**config.mk**
```make
export PLATFORM = sky130hd
export DESIGN_NAME = sti_load_ctrl
export DESIGN_NICKNAME = d
export VERILOG_FILES = /design/src/rtl/sti_load_ctrl.sv
export SDC_FILE = /design/constraint.sdc
export NUM_CORES = 1
export LEC_CHECK = 0
export CAP_MARGIN = 10
export CORE_MARGIN = 1
export CORE_UTILIZATION = 40
export DETAILED_ROUTE_END_ITERATION = 12
export DONT_BUFFER_PORTS = 1
export HOLD_SLACK_MARGIN = 0.02
export PLACE_DENSITY = 0.66
export SYNTH_ARGS = -nofsm -noshare
export SYNTH_HDL_FRONTEND = slang
export SYNTH_SLANG_ARGS = --single-unit
```
**constraint.sdc**
```tcl
create_clock -name clk -period 3.15 [get_ports clk]
set_input_delay 0.1575 -clock clk [delete_from_list [all_inputs] [get_ports clk]]
set_output_delay 0.1575 -clock clk [all_outputs]
set_load 0.05 [all_outputs]
```
**src/rtl/sti_load_ctrl.sv**
```systemverilog
// Load controller for a parallel-in serializer: buffers host words in a 4-deep FIFO
// and sequences load / gap / shift / end strobes toward the serializer.
module sti_load_ctrl (
  input  logic        clk,
  input  logic        rst,
  input  logic        in_valid,
  output logic        in_ready,
  input  logic [15:0] in_data,
  input  logic [1:0]  in_length,
  input  logic        in_fill,
  input  logic        in_msb,
  input  logic        in_low,
  input  logic        in_end,
  output logic        load,
  output logic [15:0] pi_data,
  output logic [1:0]  pi_length,
  output logic        pi_fill,
  output logic        pi_msb,
  output logic        pi_low,
  output logic        pi_end,
  input  logic        so_valid,
  output logic        done,
  output logic        err
);

  typedef enum logic [2:0] {IDLE, LOAD, GAP, SHIFT, END} state_t;

  state_t      state;
  logic [20:0] mem [4];
  logic [1:0]  wr_ptr;
  logic [1:0]  rd_ptr;
  logic [2:0]  count;
  logic        end_pending;
  logic [20:0] hold;
  logic [4:0]  bit_cnt;

  logic        full;
  logic        empty;
  logic        push;
  logic        pop;
  logic        fifo_wr;
  logic        start;
  logic        err_cond;
  logic [20:0] in_word;
  logic [20:0] head_word;

  assign full     = (count == 3'd4);
  assign empty    = (count == 3'd0);
  assign in_ready = !full && !end_pending;
  assign push     = in_valid && in_ready;
  assign in_word  = {in_data, in_length, in_fill, in_msb, in_low};

  // An empty FIFO is bypassed so a word accepted while idle loads on the very next cycle.
  assign head_word = empty ? in_word : mem[rd_ptr];
  assign start     = (!empty || push) &&
                     ((state == IDLE) || ((state == SHIFT) && (bit_cnt == 5'd0)));
  assign pop       = start && !empty;
  assign fifo_wr   = push && !(start && empty);

  assign err_cond = ((state == SHIFT) && !so_valid) ||
                    ((state == IDLE) && so_valid) ||
                    (in_valid && !in_ready && end_pending);

  assign {pi_data, pi_length, pi_fill, pi_msb, pi_low} = hold;

  always_ff @(posedge clk) begin
    if (rst) begin
      wr_ptr <= 2'd0;
      rd_ptr <= 2'd0;
      count  <= 3'd0;
    end else begin
      if (fifo_wr) begin
        mem[wr_ptr] <= in_word;
        wr_ptr      <= wr_ptr + 2'd1;
      end
      if (pop) begin
        rd_ptr <= rd_ptr + 2'd1;
      end
      count <= count + {2'd0, fifo_wr} - {2'd0, pop};
    end
  end

  // The holding register feeds the serializer directly, so it only changes on entry to LOAD.
  always_ff @(posedge clk) begin
    if (rst) begin
      state       <= IDLE;
      hold        <= 21'd0;
      bit_cnt     <= 5'd0;
      end_pending <= 1'b0;
      load        <= 1'b0;
      pi_end      <= 1'b0;
      done        <= 1'b0;
      err         <= 1'b0;
    end else begin
      load   <= 1'b0;
      pi_end <= 1'b0;
      if (in_end) begin
        end_pending <= 1'b1;
      end
      if (err_cond) begin
        err <= 1'b1;
      end
      case (state)
        IDLE: begin
          if (start) begin
            hold  <= head_word;
            load  <= 1'b1;
            state <= LOAD;
          end else if (end_pending && empty) begin
            pi_end <= 1'b1;
            done   <= 1'b1;
            state  <= END;
          end
        end
        LOAD: state <= GAP;
        GAP: begin
          bit_cnt <= {pi_length, 3'b111};
          state   <= SHIFT;
        end
        SHIFT: begin
          if (bit_cnt == 5'd0) begin
            if (start) begin
              hold  <= head_word;
              load  <= 1'b1;
              state <= LOAD;
            end else begin
              state <= IDLE;
            end
          end else begin
            bit_cnt <= bit_cnt - 5'd1;
          end
        end
        END: state <= END;
        default: state <= IDLE;
      endcase
    end
  end

endmodule
```
## Yosys cells after proc, flatten, opt, wreduce, memory -nomap -nowiden

Memory sizes are Yosys's and may differ from the RTL's. A register that Yosys moved wholly into a read port is not among the register bits.
Cells that the tools add are included.

| cells by class | value |
|---|---|
| multiplexer cells | 20 |
| bitwise logic cells | 2 |
| add/sub/neg operators | 5 |
| equal/unequal tests | 8 |
| reduce and logical (&&, ||, !) cells | 32 |

Operator list:

| cell | number |
|---|---|
| $mux W21 | 3 |
| $pmux W21 S2 | 1 |
| $pmux W3 S5 | 1 |
| $logic_and A1 B1 Y1 | 12 |
| $pmux W5 S2 | 1 |
| $mux W3 | 3 |
| $mux W1 | 7 |
| $eq A3 B2 Y1 const B | 2 |
| $eq A3 B3 Y1 const B | 2 |
| $logic_not A1 Y1 | 6 |
| $logic_not A3 Y1 | 2 |
| $reduce_and A2 Y1 | 3 |
| $logic_not A5 Y1 | 1 |
| $mux W5 | 1 |
| $sub A5 B1 Y5 const B | 1 |
| $add A2 B1 Y2 const B | 2 |
| $logic_or A1 B1 Y1 | 4 |
| $mux W2 | 2 |
| $reduce_bool A2 Y1 | 2 |
| $add A3 B1 Y3 | 1 |
| $eq A3 B1 Y1 const B | 1 |
| $ne A3 B2 Y1 const B | 1 |
| $reduce_and A3 Y1 | 1 |
| $reduce_or A3 Y1 | 1 |
| 5 further kinds | 6 |

| word-level totals | value |
|---|---|
| flip-flop bits (word level) | 41 |
| memories | 1 |
| output and inout port bits | 26 |
| memory bits (writable) | 84 |
| logic and storage cells | 79 |

Memory list:

| memory | words | width | rd ports | clocked after memory_dff | write ports | RTL line | source |
|---|---|---|---|---|---|---|---|
| mem | 4 | 21 | 1 | 1 | 1 | 29 | `logic [20:0] mem [4];` |

## Longest topological paths before layout

Gate-level depths: netlist of the first run.

| logic depth | value |
|---|---|
| word-level depth | 12 |
| mapped depth | 14 |
| mapped depth without buffers | 14 |

## Least setup slack after synthesis of the first run

OpenSTA, ideal clock, no wires.

| path | value |
|---|---|
| path kind | flip-flop to flip-flop |
| start | register bit_cnt[0] |
| end | memory mem[0][0] (enable) |
| data required time | 2.720 ns |
| cell stages (with the launch flop) | 8 |
| path slack | -0.147 ns |
| buffers on the path | 0 |
| arrival | 2.867 ns |
| library setup time | 0.430 ns |
| period minus slack after synthesis | 3.297 ns |
| path through | dfxtp_1 > inv_1 > ha_1 > nor4b_4 > a211oi_1 > o31a_1 > inv_1 > nor3b_1 |

| on the way | value |
|---|---|
| word-level cells in the longest chain between the ends | 10 |

Ends and longest elaborated chain:

| item | RTL line | source |
|---|---|---|
| start: declaration | 35 | `logic [4:0] bit_cnt;` |
| start signal: assignment | 117 | `bit_cnt <= {pi_length, 3'b111};` |
| start signal: assignment | 130 | `bit_cnt <= bit_cnt - 5'd1;` |
| $logic_not A5 Y1 | 56 | `((state == IDLE) \|\| ((state == SHIFT) && (bit_cnt == 5'd0)));` |
| $logic_and A1 B1 Y1 | 56 |  |
| $logic_or A1 B1 Y1 | 56 |  |
| $logic_and A1 B1 Y1 | 55 | `assign start = (!empty \|\| push) &&` |
| $logic_and A1 B1 Y1 | 58 | `assign fifo_wr = push && !(start && empty);` |
| $logic_not A1 Y1 | 58 |  |
| $logic_and A1 B1 Y1 | 58 |  |
| $mux W1 | 72 | `if (fifo_wr) begin` |
| $mux W1 | 67 | `if (rst) begin` |
| $mux W1 (implied by the code) | 73 | `mem[wr_ptr] <= in_word;` |
| end: declaration | 29 |  |

No other way between the ends.

## Worst setup path after layout of the first run

| path | value |
|---|---|
| start | register bit_cnt[0] |
| end | register count[2] |

| on the way | value |
|---|---|
| word-level cells in the longest chain between the ends | 9 |
| elaborated cells between the ends (all ways) | 10 |
| those cells by class | add/sub (2); reduce/logical (8) |

Ends and longest elaborated chain:

| item | RTL line | source |
|---|---|---|
| $logic_not A5 Y1 * | 56 |  |
| $logic_and A1 B1 Y1 * | 56 |  |
| $logic_or A1 B1 Y1 * | 56 |  |
| $logic_and A1 B1 Y1 * | 55 |  |
| $logic_and A1 B1 Y1 | 58 |  |
| $logic_not A1 Y1 | 58 |  |
| $logic_and A1 B1 Y1 | 58 |  |
| $add A3 B1 Y3 | 79 | `count <= count + {2'd0, fifo_wr} - {2'd0, pop};` |
| $sub A3 B1 Y3 * | 79 |  |
| end signal: assignment | 79 |  |
| end: declaration | 32 | `logic [2:0] count;` |

Mark *: on every way between the ends. The rest lies on a longest branch, timed or not.
A chain may end at the register's enable or synchronous reset.

==> results of run 1 <==
area by class of cell:
class,count,area share (%)
Sequential cell,127,54.80
Clock buffer,17,6.891
Tap cell,168,3.405
Multi-Input combinational cell,174,24.52
Clock inverter,15,2.777
Inverter,29,1.763
Timing Repair Buffer,38,5.837
stage by stage:
step	std cells	power, mW	area, um2	util (%)	setup WS, ns
2_1_floorplan	349	3.680	5060	-	-0.1467
3_3_place_gp	510	4.006	5319	43.73	0.3225
3_5_place_dp	510	4.059	5319	43.73	0.2033
4_1_cts	567	6.075	6166	50.70	0.1388
5_1_grt	568	6.357	6173	50.76	-0.02066
6_report	568	6.053	6173	50.76	0.2249
worst max-delay path: stages (launching register included):
cell and delay, ns:
dfxtp_1 0.33, inv_1 0.08, ha_1 0.16, nor4b_4 0.32
a211oi_1 0.12, o31a_1 0.31, inv_1 0.21, ha_1 0.27
inv_1 0.05, ha_1 0.14, inv_1 0.05, fa_1 0.37
xor2_1 0.17, xnor2_1 0.13, nor2_1 0.05
registers in the layout, indices dropped and copies added (netlist names), named ones only:
name and count:
err 1, end_pending 1, bit_cnt 5, pi_end 1, count 3, hold 21
wr_ptr 2, done 1, mem 84, state 3, load 1, rd_ptr 2
power by group through the flow:
stage | clock network, mW | registers [mW] | logic, mW
final | 1.97 | 2.64 | 1.44
after global routing | 2.08 | 2.68 | 1.60
after CTS | 1.99 | 2.65 | 1.44
after detailed placement | 0 | 2.68 | 1.38
after global placement | 0 | 2.67 | 1.34
after floorplan | 0 | 2.59 | 1.09
repair_timing:
item                                    CTS  global route
endpoints found under the setup margin    0             1
hold buffers                             25             0
buffers inserted                          0             1
hold endpoints to repair                107             0
how the worst max path moves through the flow:
stage | from | end | depth (start not counted)
2_1_floorplan | bit_cnt[0] | mem[0][0] | 7
3_3_place_gp | bit_cnt[0] | count[2] | 14
3_5_place_dp | bit_cnt[0] | count[2] | 14
4_1_cts | bit_cnt[0] | count[2] | 14
5_1_grt | bit_cnt[0] | count[2] | 14
6_report | bit_cnt[0] | count[2] | 14
per-layer routing:
metal / track usage, % / vias up / share of wire [%]
met4: 4.589 / 0 / 0.83
met2: 29.82 / 96 / 50
li1: - / 1407 / -
met5: 0 / - / 0
met3: 6.670 / 11 / 7.1
met1: 21.57 / 1530 / 42
cells in the mapped netlist (all sizes together), types with 3 or more instances:
library cell  instances
nor3b                 5
a211oi                4
mux4                 21
dfxtp                43
nand2                 4
clkbuf               12
nor2                 14
o22a                 21
edfxtp               84
nor3                  5
a31oi                 3
buf                   7
o21ai                47
nor2b                 5
a21oi                12
ha                    8
inv                  29
nand2b                3
kinds of logic (layout without fill, tap and decap cells):
| family | count (synthesis) | in the layout |
|---|---|---|
| fa+ha+maj | 9 | 9 |
| simple gates | 49 | 49 |
| compound gates | 91 | 91 |
| xor+xnor | 2 | 2 |
| buf+inv | 48 | 99 |
| flops | 127 | 127 |
| mux | 23 | 23 |
==> results.txt, run 1 <==
status - finished, final reports clean
cts bufs inserted - 17
CTS sink count - 127
Max FO, Critical Path - 5
compound-cell area share of the yosys netlist - 11.23%
Yosys top cell by area - edfxtp_1
Gate Count Post-Synth - 349
Core Box Area - 12160 um2
Layout Nets - 422
post-synthesis cell area - 5060 um2
period utilization - 92.86%
ranking of synthesized cells by area - edfxtp_1 50%, dfxtp_1 17%, mux4_2 9.3%
Synth top area share - 49.85%
hold path cells - 3
Hold/Removal Path Class - in -> reg
total power per unit cell area - 980.5 nW/um2
initial antenna violation count - 0
post-route ant nets - 0
CTS tree - done
f_max - 341.9 MHz
footprint of the multi-input gates - 1514 um2
Async SR Flop Fraction - 0%
cell depth of the worst flop-to-flop path - 14
Slew Viols, Final - 0
sw power - 2.139 mW
Adder-Cell Fraction of Synth Area - 2.374%
CTS max path bufs - 2
vias in the first global route - 3164
Clock power frac - 32.5%
Final setup viols - 0
row count - 40
first-pass GRT wire length - 17.02 mm
DR vias/cell - 5.359
vias - 3044
count of cell types in the netlist - 38
most common cell after layout, fill and taps aside - edfxtp_1
worst r2r src - bit_cnt[0]
Hold Violations, Final - 0
Worst-Skew Late Latency - 0.41 ns
Crit Path Class - reg -> reg
CTS HTree Levels - 4
Die ar. - 13100 um2
grt ovf - 0
Fillers - 1026
yosys synthesis warning count - 0
TNS Setup - 0 ns
DRC Markers - 0
Root Buffer - clkbuf_16
FF-to-FF End - count[2]
most frequent cells in the layout - 84 x edfxtp_1, 47 x o21ai_0, 43 x dfxtp_1
mux contribution to synthesized area - 9.842%
CP required - 3.41 ns
main combinational cell family by area after synthesis - compound AO/OA/AOI/OAI gates
Seq pwr share - 43.7%
number of max-cap violations - 0
Avg WL per Cell - 18.75 um
Avg Inst Size Synth - 14.50 um2
Clock Skew - 0.009353 ns
Die H - 114.5 um
Crit path arrival time - 3.19 ns
Post-CTS Resized - 0
Worst-Margin Slew - 1.067 ns
Power Internal - 3.914 mW
Post-synth EDFFs - 84
Die W - 114.5 um
area grow syn2layout - 22.01%
critical path capture point type - register
Hold Slack - 0.03201 ns
Tmin final - 2.925 ns
Slew HR - 29.09%
Reg area - 3383 um2
Clk pin slew, worst setup/hold paths - 0.06 ns
leak pwr - 2.216 nW
number of diodes - 0
Post-Synth XOR/XNOR Area - 0.3462%
worst vdd ir - 702.2 uV
pin count of the biggest net entering global routing - 23
Net Sw Frac - 35.34%
Min-Delay Startpoint - in_data[9]
Main synth FF type - edfxtp_1
Synth Net Count - 384
post-synthesis register bit count - 127
Total GRT Usage - 17.75%
Boundary Pins - 52
hold worst-path end - hold[14]
Comb pwr share - 23.8%
First DRT Iteration DRCs - 231
starting density of the core - 41.60%
GP Congestion - 0.7380
hpwl dp - 6.157 mm
I/O Buffers - 0
Simple-Gate Fraction of Synth Area - 5.613%
layout cells sized above 1 - 18.75%
internal reg-to-reg setup slack - 0.22 ns
CP Launch Type - register
router iterations before antenna repair - 4
final WL - 10.65 mm
sequential-to-total area share from yosys stat - 66.86%
No activity file was read; power rests on OpenSTA's default activity.
==> run 2: changes to the inputs <==
--- a/config.mk
+++ b/config.mk
@@ -11,7 +11,7 @@
 export DETAILED_ROUTE_END_ITERATION = 12
 export DONT_BUFFER_PORTS = 1
 export HOLD_SLACK_MARGIN = 0.02
-export PLACE_DENSITY = 0.66
+export PLACE_DENSITY = 0.64
 export SYNTH_ARGS = -nofsm -noshare
 export SYNTH_HDL_FRONTEND = slang
 export SYNTH_SLANG_ARGS = --single-unit
==> constraint.sdc (replaced) <==
create_clock -name clk -period 3.7 [get_ports clk]
set_input_delay 0.185 -clock clk [delete_from_list [all_inputs] [get_ports clk]]
set_output_delay 0.185 -clock clk [all_outputs]
set_load 0.05 [all_outputs]
==> run 2 against run 1 <==
Effect of this change: via count shrank 2.9%; final cell count down 0.70%; fmax down 2.5%; first-iteration DRC count fell by 25%; die area did not move; sequential power fell by 14%; critical path type unchanged; critical endpoint unchanged; highest routed layer unchanged.
==> results.txt, run 2 (synthesis results as in run 1) <==
Top cell by count, worst path - inv_1
Die H - 114.5 um (unchanged)
Clk pin slew, worst setup/hold paths - 0.06 ns (about the same)
Avg WL per Cell - 18.01 um (-4.0%)
Slew Viols, Final - 0 (unchanged)
router iterations before antenna repair - 4 (unchanged)
hpwl dp - 6.151 mm (-0.10%)
CP delay by family, top - adder cells
top flop regs - mem (84), hold (21), bit_cnt (5)
post-route ant nets - 0 (unchanged)
Hold Violations, Final - 0 (unchanged)
most common cell after layout, fill and taps aside - edfxtp_1
Power Internal - 3.223 mW (-18%)
CTS sink count - 127 (unchanged)
GP Congestion - 0.7898 (+7.0%)
RSZ-0062 raised after global routing - no
CTS HTree Levels - 4 (unchanged)
CP required - 3.96 ns (+0.55 ns)
DR vias/cell - 5.239 (-2.2%)
cts bufs inserted - 17 (unchanged)
internal reg-to-reg setup slack - 0.70 ns (+0.47 ns)
worst vdd ir - 586.3 uV (-17%)
CTS max path bufs - 2 (unchanged)
DRC Markers - 0 (unchanged)
Crit path buffers/inverters - 4 (unchanged)
TNS Setup - 0 ns (unchanged)
Net Sw Frac - 35.28% (-0.054 points)
Final Instance Area - 6108 um2 (-1.1%)
vias - 2955 (-2.9%)
Clock power frac - 31.6% (-0.9 points)
Slew HR - 25.54% (-3.6 points)
Boundary Pins - 52 (unchanged)
highest-delay cell along the critical path - nor4b_4
Max FO, Critical Path - 7 (+2)
critical path endpoint - count[2]
Layout Nets - 418 (-0.95%)
Clock Skew - 0.006850 ns (-0.002503 ns)
CTS tree - done
Crit Path Class - reg -> reg
first-pass GRT wire length - 16.68 mm (-2.0%)
critical path, cell by cell - inv_1, ha_1, nor4b_4, a211oi_1, o31a_1, inv_1, ha_1, inv_1, ha_1, inv_1, fa_1, xor2_1, xnor2_1, nor2_1
f_max - 333.2 MHz (-2.5%)
total power per unit cell area - 815.2 nW/um2 (-17%)
initial antenna violation count - 0 (unchanged)
Die ar. - 13100 um2 (unchanged)
Crit path arrival time - 3.26 ns (+0.07 ns)
area grow syn2layout - 20.72%
cell depth of the worst flop-to-flop path - 14 (unchanged)
Worst-Margin Slew - 1.115 ns (+0.04840 ns)
Min-Delay Startpoint - in_data[11]
pin count of the biggest net entering global routing - 25 (+8.7%)
Root Buffer - clkbuf_16
starting density of the core - 41.60% (unchanged)
cell area after placement - 5286 um2 (-0.61%)
critical path capture point type - register
FF-to-FF End - count[2]
max reg flops - 84 (unchanged)
number of diodes - 0 (unchanged)
I/O Buffers - 0 (unchanged)
row count - 40 (unchanged)
Comb pwr share - 23.1% (-0.7 points)
Total GRT Usage - 17.30% (-0.45 points)
most frequent cells in the layout - 84 x edfxtp_1, 47 x o21ai_0, 43 x dfxtp_1
CP Launch Type - register
sw power - 1.757 mW (-18%)
Core Box Area - 12160 um2 (unchanged)
Hold/Removal Path Class - in -> reg
Tmin final - 3.001 ns (+0.07583 ns)
First DRT Iteration DRCs - 173 (-25%)
worst r2r src - bit_cnt[0]
slowest stage delay, CP - 0.39 ns (+0.02 ns)
period utilization - 81.11% (-12 points)
Seq pwr share - 45.3% (+1.6 points)
Final setup viols - 0 (unchanged)
vias in the first global route - 3106 (-1.8%)
crit path launch - bit_cnt[0]
number of max-cap violations - 0 (unchanged)
final WL - 10.16 mm (-4.6%)
Die W - 114.5 um (unchanged)
largest register by flop count - mem
post-CTS setup buffer count - 0 (unchanged)
Worst-Skew Late Latency - 0.41 ns (about the same)
leak pwr - 2.190 nW (-1.1%)
layout cells sized above 1 - 18.43% (-0.32 points)
status - finished, final reports clean
grt ovf - 0 (unchanged)
Crit path depth - 14 (unchanged)
## run 2: per-stage QoR
| stage | setup WS [ns] | hold slack (ns) | util [%] | power (mW) | instances |
|---|---|---|---|---|---|
| after floorplan | 0.4033 | 0.2839 | - | 3.133 | 349 |
| after global placement | 0.8584 | 0.2583 | 43.47 | 3.372 | 507 |
| after detailed placement | 0.7177 | 0.2621 | 43.47 | 3.416 | 507 |
| after CTS | 0.6620 | 0.03891 | 50.23 | 5.040 | 564 |
| after global routing | 0.4785 | 0.05556 | 50.23 | 5.262 | 564 |
| final | 0.6991 | 0.05635 | 50.23 | 4.980 | 564 |
## run 2: power by group through the flow
stage	logic, mW	clock network, mW	registers, mW
2_1_floorplan	0.929	0	2.20
3_3_place_gp	1.09	0	2.28
3_5_place_dp	1.12	0	2.29
4_1_cts	1.16	1.61	2.26
5_1_grt	1.29	1.68	2.29
6_report	1.15	1.57	2.26
## run 2: worst min-delay path by stage
stage	endpoint	slack (ns)	cells after the start
after floorplan	mem[0][0]	0.28	0
after global placement	count[1]	0.26	1
after detailed placement	count[1]	0.26	1
after CTS	hold[0]	0.04	3
after global routing	hold[16]	0.06	3
final	hold[16]	0.06	3
## run 2: layout make-up
type                    instances  area (um2)
clock buffers                  19       475.5
repair buffers                 34       317.8
multi-input cells             174        1516
inverters                      29       108.9
clock inverters                13       96.34
fillers                      1013        6053
well taps                     168       210.2
flip-flops and latches        127        3383
## run 2: routing by layer
layer	share of wire [%]	wire length, um	vias to the layer above	track usage (%)
met4	0.50	51	0	6.061
met1	41	4206	1468	21.34
li1	-	-	1400	-
met3	7.6	776	4	6.141
met5	0	0	-	0
met2	50	5122	83	28.24
## run 2: worst register-to-register path, stage by stage, from the launching register on
cell	delay (ns)
dfxtp_1	0.33
inv_1	0.09
ha_1	0.16
nor4b_4	0.39
a211oi_1	0.13
o31a_1	0.32
inv_1	0.22
ha_1	0.28
inv_1	0.06
ha_1	0.13
inv_1	0.05
fa_1	0.37
xor2_1	0.16
xnor2_1	0.14
nor2_1	0.05
## run 2: what timing repair did
| item | in CTS | in global routing |
|---|---|---|
| endpoints found under the hold margin | 106 | 0 |
| hold buffers | 25 | 0 |
| gates resized for setup | 0 | 0 |
==> run 3: changes to the inputs <==
==> constraint.sdc (replaced) <==
create_clock -name clk -period 3.1 [get_ports clk]
set_input_delay 0.155 -clock clk [delete_from_list [all_inputs] [get_ports clk]]
set_output_delay 0.155 -clock clk [all_outputs]
set_load 0.05 [all_outputs]
==> run 3 against run 2 <==
Effect of this change: count of clock-buffer cells in the layout unchanged; worst hold slack worse by 0.014 ns; power up 20%; die area unchanged; clock skew about the same.
==> results.txt, run 3 (synthesis results as in run 1) <==
Tmin final - 2.795 ns (-0.2058 ns)
hold path cells - 3 (unchanged)
DR vias/cell - 5.356 (+2.2%)
CP Launch Type - register
status - finished, final reports clean
sw power - 2.114 mW (+20%)
top flop regs - mem (84), hold (21), bit_cnt (5)
hpwl dp - 6.029 mm (-2.0%)
Die H - 114.5 um (unchanged)
Root Buffer - clkbuf_16
layout cells sized above 1 - 19.30% (+0.86 points)
initial antenna violation count - 0 (unchanged)
Seq pwr share - 44.2% (-1.1 points)
total power per unit cell area - 978.1 nW/um2 (+20%)
Worst-Skew Late Latency - 0.41 ns (about the same)
Avg WL per Cell - 18.40 um (+2.2%)
CP delay by family, top - adder cells
cts bufs inserted - 17 (unchanged)
max reg flops - 84 (unchanged)
crit path launch - bit_cnt[0]
first-pass GRT wire length - 16.68 mm (about the same)
Core Box Area - 12160 um2 (unchanged)
Net Sw Frac - 35.24% (-0.038 points)
Max FO, Critical Path - 7 (unchanged)
CTS HTree Levels - 4 (unchanged)
Crit Path Class - reg -> reg
Comb pwr share - 24.2% (+1.1 points)
Clock power frac - 31.6% (about the same)
FF-to-FF End - count[2]
Worst-Margin Slew - 1.082 ns (-0.03314 ns)
post-route ant nets - 0 (unchanged)
most common cell after layout, fill and taps aside - edfxtp_1
Placed Cells - 510 (+0.59%)
CTS tree - done
Total GRT Usage - 17.61% (+0.31 points)
Clk pin slew, worst setup/hold paths - 0.06 ns (about the same)
final WL - 10.43 mm (+2.7%)
f_max - 357.8 MHz (+7.4%)
Boundary Pins - 52 (unchanged)
Final setup viols - 0 (unchanged)
pin count of the biggest net entering global routing - 23 (-8.0%)
critical path capture point type - register
internal reg-to-reg setup slack - 0.30 ns (-0.39 ns)
critical path, cell by cell - inv_1, ha_1, nor4b_4, a211oi_1, o31a_1, inv_2, ha_1, inv_1, ha_1, inv_1, fa_1, xor2_1, xnor2_1, nor2_1
number of max-cap violations - 0 (unchanged)
GP Congestion - 0.7492 (-5.1%)
First DRT Iteration DRCs - 202 (+17%)
Final Util - 50.41% (+0.19 points)
Slew Viols, Final - 0 (unchanged)
worst vdd ir - 628.4 uV (+7.2%)
CTS max path bufs - 2 (unchanged)
fin cells - 567 (+0.53%)
grt ovf - 0 (unchanged)
cell depth of the worst flop-to-flop path - 14 (unchanged)
DRC Markers - 0 (unchanged)
row count - 40 (unchanged)
area grow syn2layout - 21.17%
Clock Skew - 0.007282 ns (+0.0004320 ns)
slowest stage delay, CP - 0.39 ns (about the same)
CTS sink count - 127 (unchanged)
number of diodes - 0 (unchanged)
CP required - 3.37 ns (-0.59 ns)
Hold/Removal Path Class - in -> reg
Crit path arrival time - 3.06 ns (-0.20 ns)
starting density of the core - 41.60% (unchanged)
vias - 3037 (+2.8%)
leak pwr - 2.191 nW (about the same)
Power Internal - 3.883 mW (+20%)
total chip power - 5.997 mW (+20%)
router iterations before antenna repair - 4 (unchanged)
Crit path depth - 14 (unchanged)
I/O Buffers - 0 (unchanged)
Die ar. - 13100 um2 (unchanged)
Hold Slack - 0.04276 ns (-0.01359 ns)
period utilization - 90.17% (+9.1 points)
Crit path buffers/inverters - 4 (unchanged)
worst r2r src - bit_cnt[0]
most frequent cells in the layout - 84 x edfxtp_1, 47 x o21ai_0, 43 x dfxtp_1
Hold Violations, Final - 0 (unchanged)
Slew HR - 28.08% (+2.5 points)
highest-delay cell along the critical path - nor4b_4
Layout Nets - 421 (+0.72%)
TNS Setup - 0 ns (unchanged)
RSZ-0062 raised after global routing - no
vias in the first global route - 3107 (+0.032%)
Die W - 114.5 um (unchanged)
largest register by flop count - mem
critical path endpoint - count[2]
==> run 3: power groups by stage <==
stage	Combinational (mW)	Clock (mW)	Sequential, mW
finish	1.45	1.90	2.65
global route	1.62	2.02	2.69
CTS	1.45	1.93	2.66
detailed placement	1.40	0	2.69
global placement	1.37	0	2.68
floorplan	1.11	0	2.63
==> run 3: final cells by class <==
class | instances | area, um2
fill | 1020 | 6031
tap | 168 | 210.2
clock inverter | 13 | 131.4
sequential | 127 | 3383
clock buffer | 19 | 442.9
inverter | 29 | 108.9
timing repair buffer | 37 | 337.8
multi-input combinational | 174 | 1516
==> run 3: metrics by stage <==
step                      setup WS (ns)  instance area (um2)
after CTS                        0.1220                 6123
after global routing            0.07482                 6131
after global placement           0.2720                 5309
after detailed placement         0.1713                 5309
after floorplan                 -0.1967                 5060
final                            0.3049                 6131
==> run 3: worst reg2reg max path: cells and delay by family (launching register included) <==
| kind | cells | cell delay [ns] |
|---|---|---|
| flops | 1 | 0.33 |
| compound gates | 2 | 0.47 |
| buf+inv | 4 | 0.26 |
| simple gates | 2 | 0.44 |
| xor+xnor | 2 | 0.30 |
| fa+ha+maj | 4 | 0.87 |
==> run 3: what timing repair did <==
action,CTS,global route
hold buffers,24,0
hold endpoints to repair,108,0
gates resized for setup,0,1
buffers inserted,0,1
endpoints found under the setup margin,0,1
==> run 3: layer usage <==
layer	wire length [um]	share of wire, %	global-route usage [%]
met1	4417	42	22.26
met2	5064	49	27.88
met3	788	7.6	6.670
met4	164	1.6	5.974
met5	0	0	0
==> run 3: worst min-delay path by stage <==
stage	to	slack (ns)	from
6_report	hold[20]	0.04	in_data[15]
5_1_grt	hold[13]	0.04	rst
4_1_cts	hold[13]	0.02	in_data[8]
3_5_place_dp	bit_cnt[1]	0.23	rst
3_3_place_gp	count[1]	0.23	rst
2_1_floorplan	mem[0][0]	0.25	in_low
